**src/rtl/uart_pkg.sv**
```systemverilog
// Shared UART definitions: default character width and the occupancy-counter
// width helper used by the RX/TX buffers and status registers.
package uart_pkg;

  localparam int DLEN_DEF = 8;

  // A buffer of 'depth' entries needs one extra bit to represent "completely full".
  function automatic int cnt_w(input int depth);
    return $clog2(depth) + 1;
  endfunction

endpackage

```
**src/rtl/uart_fifo_mem.sv**
```systemverilog
// DEPTH x DLEN character storage: synchronous write, asynchronous read.
// Contents are deliberately not reset; the owning FIFO tracks validity.
module uart_fifo_mem
  import uart_pkg::*;
#(
  parameter int DLEN  = DLEN_DEF,
  parameter int DEPTH = 16
) (
  input  logic                     clk,
  input  logic                     we_i,
  input  logic [$clog2(DEPTH)-1:0] waddr_i,
  input  logic [DLEN-1:0]          wdata_i,
  input  logic [$clog2(DEPTH)-1:0] raddr_i,
  output logic [DLEN-1:0]          rdata_o
);

  logic [DLEN-1:0] mem_q [DEPTH];

  always_ff @(posedge clk) begin
    if (we_i) begin
      mem_q[waddr_i] <= wdata_i;
    end
  end

  assign rdata_o = mem_q[raddr_i];

endmodule

```
**src/rtl/uart_rx_fifo.sv**
```systemverilog
// Receive buffer behind the UART receiver: FWFT valid/ready output, drop-on-full
// input (the receiver cannot be stalled) with a sticky overflow flag.
module uart_rx_fifo
  import uart_pkg::*;
#(
  parameter int DLEN  = DLEN_DEF,
  parameter int DEPTH = 16,
  parameter int AFULL = 12
) (
  input  logic                      clk,
  input  logic                      rst,
  input  logic                      i_rvalid,
  input  logic [DLEN-1:0]           i_rdata,
  output logic                      o_tvalid,
  output logic [DLEN-1:0]           o_tdata,
  input  logic                      i_tready,
  output logic [cnt_w(DEPTH)-1:0]   o_count,
  output logic                      o_full,
  output logic                      o_afull,
  output logic                      o_overflow,
  input  logic                      i_ovf_clr
);

  localparam int AW = $clog2(DEPTH);
  localparam int CW = cnt_w(DEPTH);

  logic [AW-1:0] wr_ptr_q, wr_ptr_d;
  logic [AW-1:0] rd_ptr_q, rd_ptr_d;
  logic [CW-1:0] count_q, count_d;
  logic          ovf_q, ovf_d;
  logic          full, do_wr, do_rd, drop;

  // Handshake: a character leaves on any cycle where o_tvalid && i_tready;
  // o_tvalid comes only from the registered count, never from i_tready.
  assign full  = (count_q == CW'(DEPTH));
  assign do_rd = o_tvalid && i_tready;
  // A pop in the same cycle frees the slot, so a full buffer still accepts.
  assign do_wr = i_rvalid && (!full || do_rd);
  assign drop  = i_rvalid && full && !do_rd;

  always_comb begin
    wr_ptr_d = wr_ptr_q;
    rd_ptr_d = rd_ptr_q;
    count_d  = count_q;
    ovf_d    = ovf_q;
    if (do_wr) wr_ptr_d = wr_ptr_q + AW'(1);
    if (do_rd) rd_ptr_d = rd_ptr_q + AW'(1);
    case ({do_wr, do_rd})
      2'b10:   count_d = count_q + CW'(1);
      2'b01:   count_d = count_q - CW'(1);
      default: count_d = count_q;
    endcase
    if (drop)           ovf_d = 1'b1;
    else if (i_ovf_clr) ovf_d = 1'b0;
  end

  always_ff @(posedge clk) begin
    if (rst) begin
      wr_ptr_q <= '0;
      rd_ptr_q <= '0;
      count_q  <= '0;
      ovf_q    <= 1'b0;
    end else begin
      wr_ptr_q <= wr_ptr_d;
      rd_ptr_q <= rd_ptr_d;
      count_q  <= count_d;
      ovf_q    <= ovf_d;
    end
  end

  uart_fifo_mem #(
    .DLEN  (DLEN),
    .DEPTH (DEPTH)
  ) u_mem (
    .clk     (clk),
    .we_i    (do_wr),
    .waddr_i (wr_ptr_q),
    .wdata_i (i_rdata),
    .raddr_i (rd_ptr_q),
    .rdata_o (o_tdata)
  );

  assign o_tvalid   = (count_q != '0);
  assign o_count    = count_q;
  assign o_full     = full;
  assign o_afull    = (count_q >= CW'(AFULL));
  assign o_overflow = ovf_q;

endmodule

```
**config.mk**
```make
export PLATFORM = sky130hd
export DESIGN_NAME = uart_rx_fifo
export DESIGN_NICKNAME = d
export VERILOG_FILES = /design/src/rtl/uart_pkg.sv /design/src/rtl/uart_fifo_mem.sv /design/src/rtl/uart_rx_fifo.sv
export SDC_FILE = /design/constraint.sdc
export NUM_CORES = 1
export LEC_CHECK = 0
export CORE_ASPECT_RATIO = 1.5
export CORE_MARGIN = 2
export CORE_UTILIZATION = 64
export DETAILED_ROUTE_END_ITERATION = 12
export PLACE_DENSITY = 0.84
export SYNTH_ARGS = -nofsm -noshare
export SYNTH_HDL_FRONTEND = slang
export SYNTH_HIERARCHICAL = 1
export SYNTH_SLANG_ARGS = --single-unit
```
**constraint.sdc**
```tcl
create_clock -name clk -period 6.1 [get_ports clk]
set_clock_uncertainty 0.2 [all_clocks]
set_input_delay 0.915 -clock clk [delete_from_list [all_inputs] [get_ports clk]]
set_output_delay 0.915 -clock clk [all_outputs]
set_load 0.005 [all_outputs]
```
==> results of run 1 <==
registers in the layout, summed over array words and instances, names as in the netlist:
name,count
o_overflow,1
u_mem/mem_q,128
rd_ptr_q,4
o_count,5
wr_ptr_q,4
per-layer routing:
metal / vias up / GRT usage (%) / share of wire (%)
li1: 1376 / - / -
met3: 32 / 7.07 / 6.1
met1: 1635 / 33.2 / 37
met5: - / 0 / 0
met2: 163 / 43.5 / 53
met4: 0 / 12.4 / 3.8
power by group:
part           switching, mW  total, mW  internal, mW
registers             0.0482       1.15          1.10
logic                  0.311      0.639         0.328
clock network          0.344      0.977         0.634
total                  0.703       2.76          2.06
area by class of cell:
cell class / count / area share, %
Inverter: 4 / 0.221
Clock buffer: 22 / 6.54
Timing Repair Buffer: 34 / 4.83
Tap cell: 110 / 2.03
Clock inverter: 10 / 1.77
Multi-Input combinational cell: 157 / 23.8
Sequential cell: 142 / 60.8
worst max-delay path by stage:
stage | endpoint | cells after the start | from | slack, ps
floorplan | u_mem/mem_q[0][0]$_DFFE_PP_ | 5 | i_tready | 3110
global placement | u_mem/mem_q[0][7]$_DFFE_PP_ | 5 | i_tready | 2450
finish | o_tdata[0] | 5 | rd_ptr_q[0]$_SDFFE_PP0N_ | 2190
global route | o_tdata[0] | 5 | rd_ptr_q[0]$_SDFFE_PP0N_ | 2070
detailed placement | u_mem/mem_q[0][7]$_DFFE_PP_ | 5 | i_tready | 2280
CTS | o_tdata[7] | 5 | rd_ptr_q[0]$_SDFFE_PP0N_ | 2180
worst reg2reg max path, stage by stage, from the launching register on:
cell and delay (ps):
dfxtp_1 510, or4_1 440, o31ai_4 110, inv_1 150, or3b_2 510, nor3_1 910
metrics by stage:
step	cells	power [mW]
2_1_floorplan	317	1.61
3_3_place_gp	447	1.78
3_5_place_dp	447	1.80
4_1_cts	479	2.78
5_1_grt	479	2.88
6_report	479	2.76
logic make-up (layout without fill, tap and decap cells):
group,count (synthesis),after routing,synth area share (%)
buffers and inverters,18,70,2.15
multiplexers,36,36,13.9
AND/OR/NAND/NOR,68,68,5.99
adder cells (fa/ha/maj),6,6,1.41
AO/OA/AOI/OAI,40,40,5.27
XOR/XNOR,7,7,1.04
flip-flops,142,142,70.3
cell usage in the layout (no fill, tap or decap), types with 5 or more instances in the layout:
cell and n:
mux4_2 18, a22oi_1 16, nor2_1 24, dfxtp_1 13
clkdlybuf4s50_1 29, ha_1 5, buf_4 5, clkbuf_16 17
clkinv_1 5, xor2_1 5, nor3_1 9, edfxtp_1 128
mux4_1 14, clkbuf_1 5, nand2_1 12, nand3_1 5
a21oi_1 6
==> results.tsv, run 1 <==
metric	value	unit
ys flop type	edfxtp_1	
period utilization	64.0	%
number of global-route vias before repair	3220	
CTS clk-pin slew, worst paths	50	ps
Reg area	4130	sq um
port buffer count	29	
finished layout cell area	6790	sq um
CTS tree	yes	
WP buf/inv	2	
R2R setup slack	2870	ps
Detailed Route Iter0 Violations	361	
initial antenna violation count	0	
largest net degree at the start of global routing	33	
worst skew pair latency	410	ps
core box area	8880	sq um
area delta synth->final	15.7	%
synth cell count leaders	edfxtp_1, nor2_1, mux4_2	
Yosys top cell by area	edfxtp_1	
Hold WC Path Type	reg -> reg	
startpoint types	flip-flop	
multi-input logic area	1620	sq um
fmax	256	MHz
RePlAce Congestion	0.866	
r2r startpoint	o_count[0]$_SDFFE_PP0P_	
Async SR Flop Fraction	0	%
worst endpoint required time	4980	ps
# DRC	0	
DRT Pass-1 Iters	6	
crit-path leading delay family	buffers and inverters	
Final Max Slew Viols	0	
HPWL Detailed	7.33	mm
clk sinks	142	
CP Data Arrival Time	2790	ps
layout net count	375	
Die Area	9970	sq um
CTS root buf	clkbuf_16	
IO Count	30	
Hold Buf Count CTS	0	
count leader, synth	edfxtp_1	
source of the worst hold timing path	rd_ptr_q[0]$_SDFFE_PP0N_	
Initial Util	66.1	%
Synth area leaders	edfxtp_1, mux4_2, mux4_1	
post-synth top area share	65.5	%
Cell Pwr Density	407	nW/um^2
Resize count post-CTS	0	
syn_nets	336	
Pleak	2.23	nW
status	complete, no violations	
crit path cell chain	buf_4, mux4_1, a22oi_1, nand2_1, clkdlybuf4s50_1	
DR WL/cell	24.8	um
CP max stage cell	mux4_1	
Largest stage delay, worst path	690	ps
Peak VDD IR	0.377	mV
layout cells sized above 1	15.4	%
first-pass GRT wire length	18.3	mm
setup violators final	0	
vias	3206	
clk buf depth	2	
unrepaired setup endpoints after global routing	no	
Final Util	76.4	%
setup repair bufs after CTS	0	
Least-Margin Pin Slew	1170	ps
Worst slew margin	21.7	%
n_diodes	0	
die width	82.2	um
gr usage total	26.8	%
Max-Cap Viols	0	
sequential area share after synthesis	70.3	%
number of synthesized flops with an enable pin	128	
setup tns final	0	ps
Crit Path Class	reg -> out	
flops & latches, synth	142	
hold path depth	2	
FF-to-FF End	u_mem/mem_q[0][4]$_DFFE_PP_	
CP endpoint kind	output pin	
Place WS	2280	ps
count of cell types in the netlist	51	
Filler cells	471	
Setup WS post-layout	2190	ps
Syn. warnings	6	
CP max FO	32	
Worst R2R Path Depth	5	
grt ovf	0	
H-tree depth	4	
CTS Buf Count	17	
syn_area_per_cell	18.5	sq um
Fin. Hold Viols	0	
Cell Rows	42	
DRT antenna net count	0	
WHS Endpoint	rd_ptr_q[0]$_SDFFE_PP0N_	
wirelength, routed	11.9	mm
DIE HEIGHT	121	um
Post-Syn Area	5870	sq um
hold_ws	341	ps
Syn Inst Count	317	
vias per cell	6.69	
Post-DP Area	6220	sq um
minimum clock period	3910	ps
No activity file was read; power rests on OpenSTA's default activity.
==> inputs of run 2 (changes only) <==
--- a/config.mk
+++ b/config.mk
@@ -7,9 +7,9 @@
 export LEC_CHECK = 0
 export CORE_ASPECT_RATIO = 1.5
 export CORE_MARGIN = 2
-export CORE_UTILIZATION = 64
+export CORE_UTILIZATION = 59
 export DETAILED_ROUTE_END_ITERATION = 12
-export PLACE_DENSITY = 0.84
+export PLACE_DENSITY = 0.79
 export SYNTH_ARGS = -nofsm -noshare
 export SYNTH_HDL_FRONTEND = slang
 export SYNTH_HIERARCHICAL = 1
==> constraint.sdc (replaced) <==
create_clock -name clk -period 3.6 [get_ports clk]
set_clock_uncertainty 0.2 [all_clocks]
set_input_delay 0.54 -clock clk [delete_from_list [all_inputs] [get_ports clk]]
set_output_delay 0.54 -clock clk [all_outputs]
set_load 0.005 [all_outputs]
==> results.tsv, run 2 (same netlist as run 1, synthesis figures left out) <==
metric	value	unit	change
status	complete, no violations		
HPWL Detailed	7.26	mm	-0.99%
n_diodes	0		unchanged
Cell Pwr Density	712	nW/um^2	+75%
CP max FO	25		-22%
IO Count	30		unchanged
port buffer count	29		unchanged
clock share of power	39.5	%	+4.2 points
CP endpoint kind	output pin		
setup violators final	0		unchanged
# DRC	0		unchanged
unrepaired setup endpoints after global routing	no		
first-pass GRT wire length	18.3	mm	+0.15%
Fin. Hold Viols	0		unchanged
Internal	3.75	mW	+82%
die width	85.4	um	+3.9%
Peak VDD IR	0.557	mV	+48%
largest net degree at the start of global routing	33		unchanged
Die Area	10800	sq um	+8.1%
gr usage total	23.5	%	-3.3 points
initial antenna violation count	0		unchanged
CTS clk-pin slew, worst paths	60	ps	about the same
fmax	297	MHz	
Least-Margin Pin Slew	719	ps	-447 ps
CTS root buf	clkbuf_16		
Largest stage delay, worst path	550	ps	-140 ps
worst endpoint required time	2860	ps	-2120 ps
CTS Buf Count	17		unchanged
Hold Buf Count CTS	0		unchanged
DR WL/cell	23.3	um	-6.0%
vias per cell	6.36		-5.0%
startpoint types	flip-flop		
layout net count	392		+4.5%
hold_ws	379	ps	+37.9 ps
most common cell after layout, fill and taps aside	edfxtp_1		
layout cells sized above 1	21.5	%	+6.1 points
Hold WC Path Type	reg -> reg		
Gate power share	21.3	%	-1.8 points
Worst slew margin	51.9	%	+30 points
period utilization	93.6	%	
CP Data Arrival Time	2630	ps	-160 ps
CP max stage cell	dfxtp_2		
Crit Path Class	reg -> out		
Pleak	2.38	nW	+6.4%
CTS tree	yes		
H-tree depth	4		unchanged
grt ovf	0		unchanged
Largest register FFs	128		unchanged
crit path cell chain	buf_12, mux4_2, a22oi_1, nand2_1, clkdlybuf4s50_1		
DRT antenna net count	0		unchanged
Initial Util	60.6	%	-5.5 points
setup tns final	0	ps	unchanged
minimum clock period	3370	ps	
Cell Rows	44		+4.8%
DRT Pass-1 Iters	4		-2
RePlAce Congestion	0.818		-5.6%
area delta synth->final	20.2	%	
worst skew pair latency	420	ps	about the same
Detailed Route Iter0 Violations	257		-29%
wirelength, routed	11.7	mm	-1.7%
Reg power frac	39.2	%	-2.3 points
Final Max Slew Viols	0		unchanged
clk buf depth	2		unchanged
Resize count post-CTS	0		unchanged
Switching Power	1.27	mW	+81%
clk sinks	142		unchanged
number of global-route vias before repair	3320		+3.1%
commonest cells after routing, fill and taps aside	edfxtp_1, clkdlybuf4s50_1, nor2_1, buf_4, mux4_2		
switching share of power	25.3	%	-0.11 points
setup repair bufs after CTS	0		unchanged
vias	3186		-0.62%
DIE HEIGHT	126	um	+4.0%
Top reg by flops	u_mem/mem_q		
Max-Cap Viols	0		unchanged
core box area	9690	sq um	+9.1%
==> run 2: changes by cell type in the layout (fill, tap and decap cells not counted), sizes merged <==
cell,previous run,this run
buf,5,22
bufinv,3,6
clkbuf,22,17
clkinv,8,3
clkinvlp,0,2
inv,3,8
==> run 2: critical path, delay by kind of cell (launching register included) <==
family | cells | cell delay, ps
mux | 1 | 550
compound gates | 1 | 280
simple gates | 1 | 100
buf+inv | 2 | 710
flops | 1 | 550
==> run 2: cell type report <==
| type | count | area (sq um) |
|---|---|---|
| flip-flops and latches | 142 | 4130 |
| repair buffers | 51 | 468 |
| well taps | 115 | 144 |
| inverters | 4 | 15.0 |
| clock buffers | 17 | 425 |
| multi-input cells | 157 | 1620 |
| clock inverters | 15 | 256 |
| fillers | 569 | 2640 |
==> run 2: per-layer routing <==
layer / vias up / share of wire [%] / GRT usage, %
li1: 1413 / - / -
met1: 1617 / 38 / 29.1
met2: 135 / 53 / 39.7
met3: 21 / 5.7 / 5.57
met4: 0 / 2.6 / 9.34
met5: - / 0 / 0
==> run 2: path summary, 6_finish.rpt <==
check / cells after the start / startpoint / slack [ps] / endpoint
worst max-delay path: 5 / rd_ptr_q[0]$_SDFFE_PP0N_ / 230 / o_tdata[4]
worst min-delay path: 2 / wr_ptr_q[3]$_SDFFE_PP0P_ / 380 / wr_ptr_q[3]$_SDFFE_PP0P_
worst max register to register: 8 / o_count[0]$_SDFFE_PP0P_ / 470 / o_count[4]$_SDFFE_PP0P_
worst min register to register: 2 / wr_ptr_q[3]$_SDFFE_PP0P_ / 380 / wr_ptr_q[3]$_SDFFE_PP0P_
==> run 2: through the flow <==
step	utilization, %	setup slack [ps]	area, sq um	instances	total power, mW
after floorplan	-	821	5870	317	2.73
after global placement	65.8	587	6370	469	3.05
after detailed placement	65.8	517	6370	469	3.07
after CTS	72.8	226	7050	501	5.04
after global routing	72.8	121	7050	501	5.20
final	72.8	231	7050	501	5.02
==> run 2: power by group through the flow <==
stage	logic, mW	clock network, mW	registers (mW)
3_3_place_gp	1.06	0	1.99
4_1_cts	1.08	2.00	1.97
2_1_floorplan	0.769	0	1.96
6_report	1.07	1.98	1.97
3_5_place_dp	1.07	0	2.00
5_1_grt	1.16	2.06	1.98
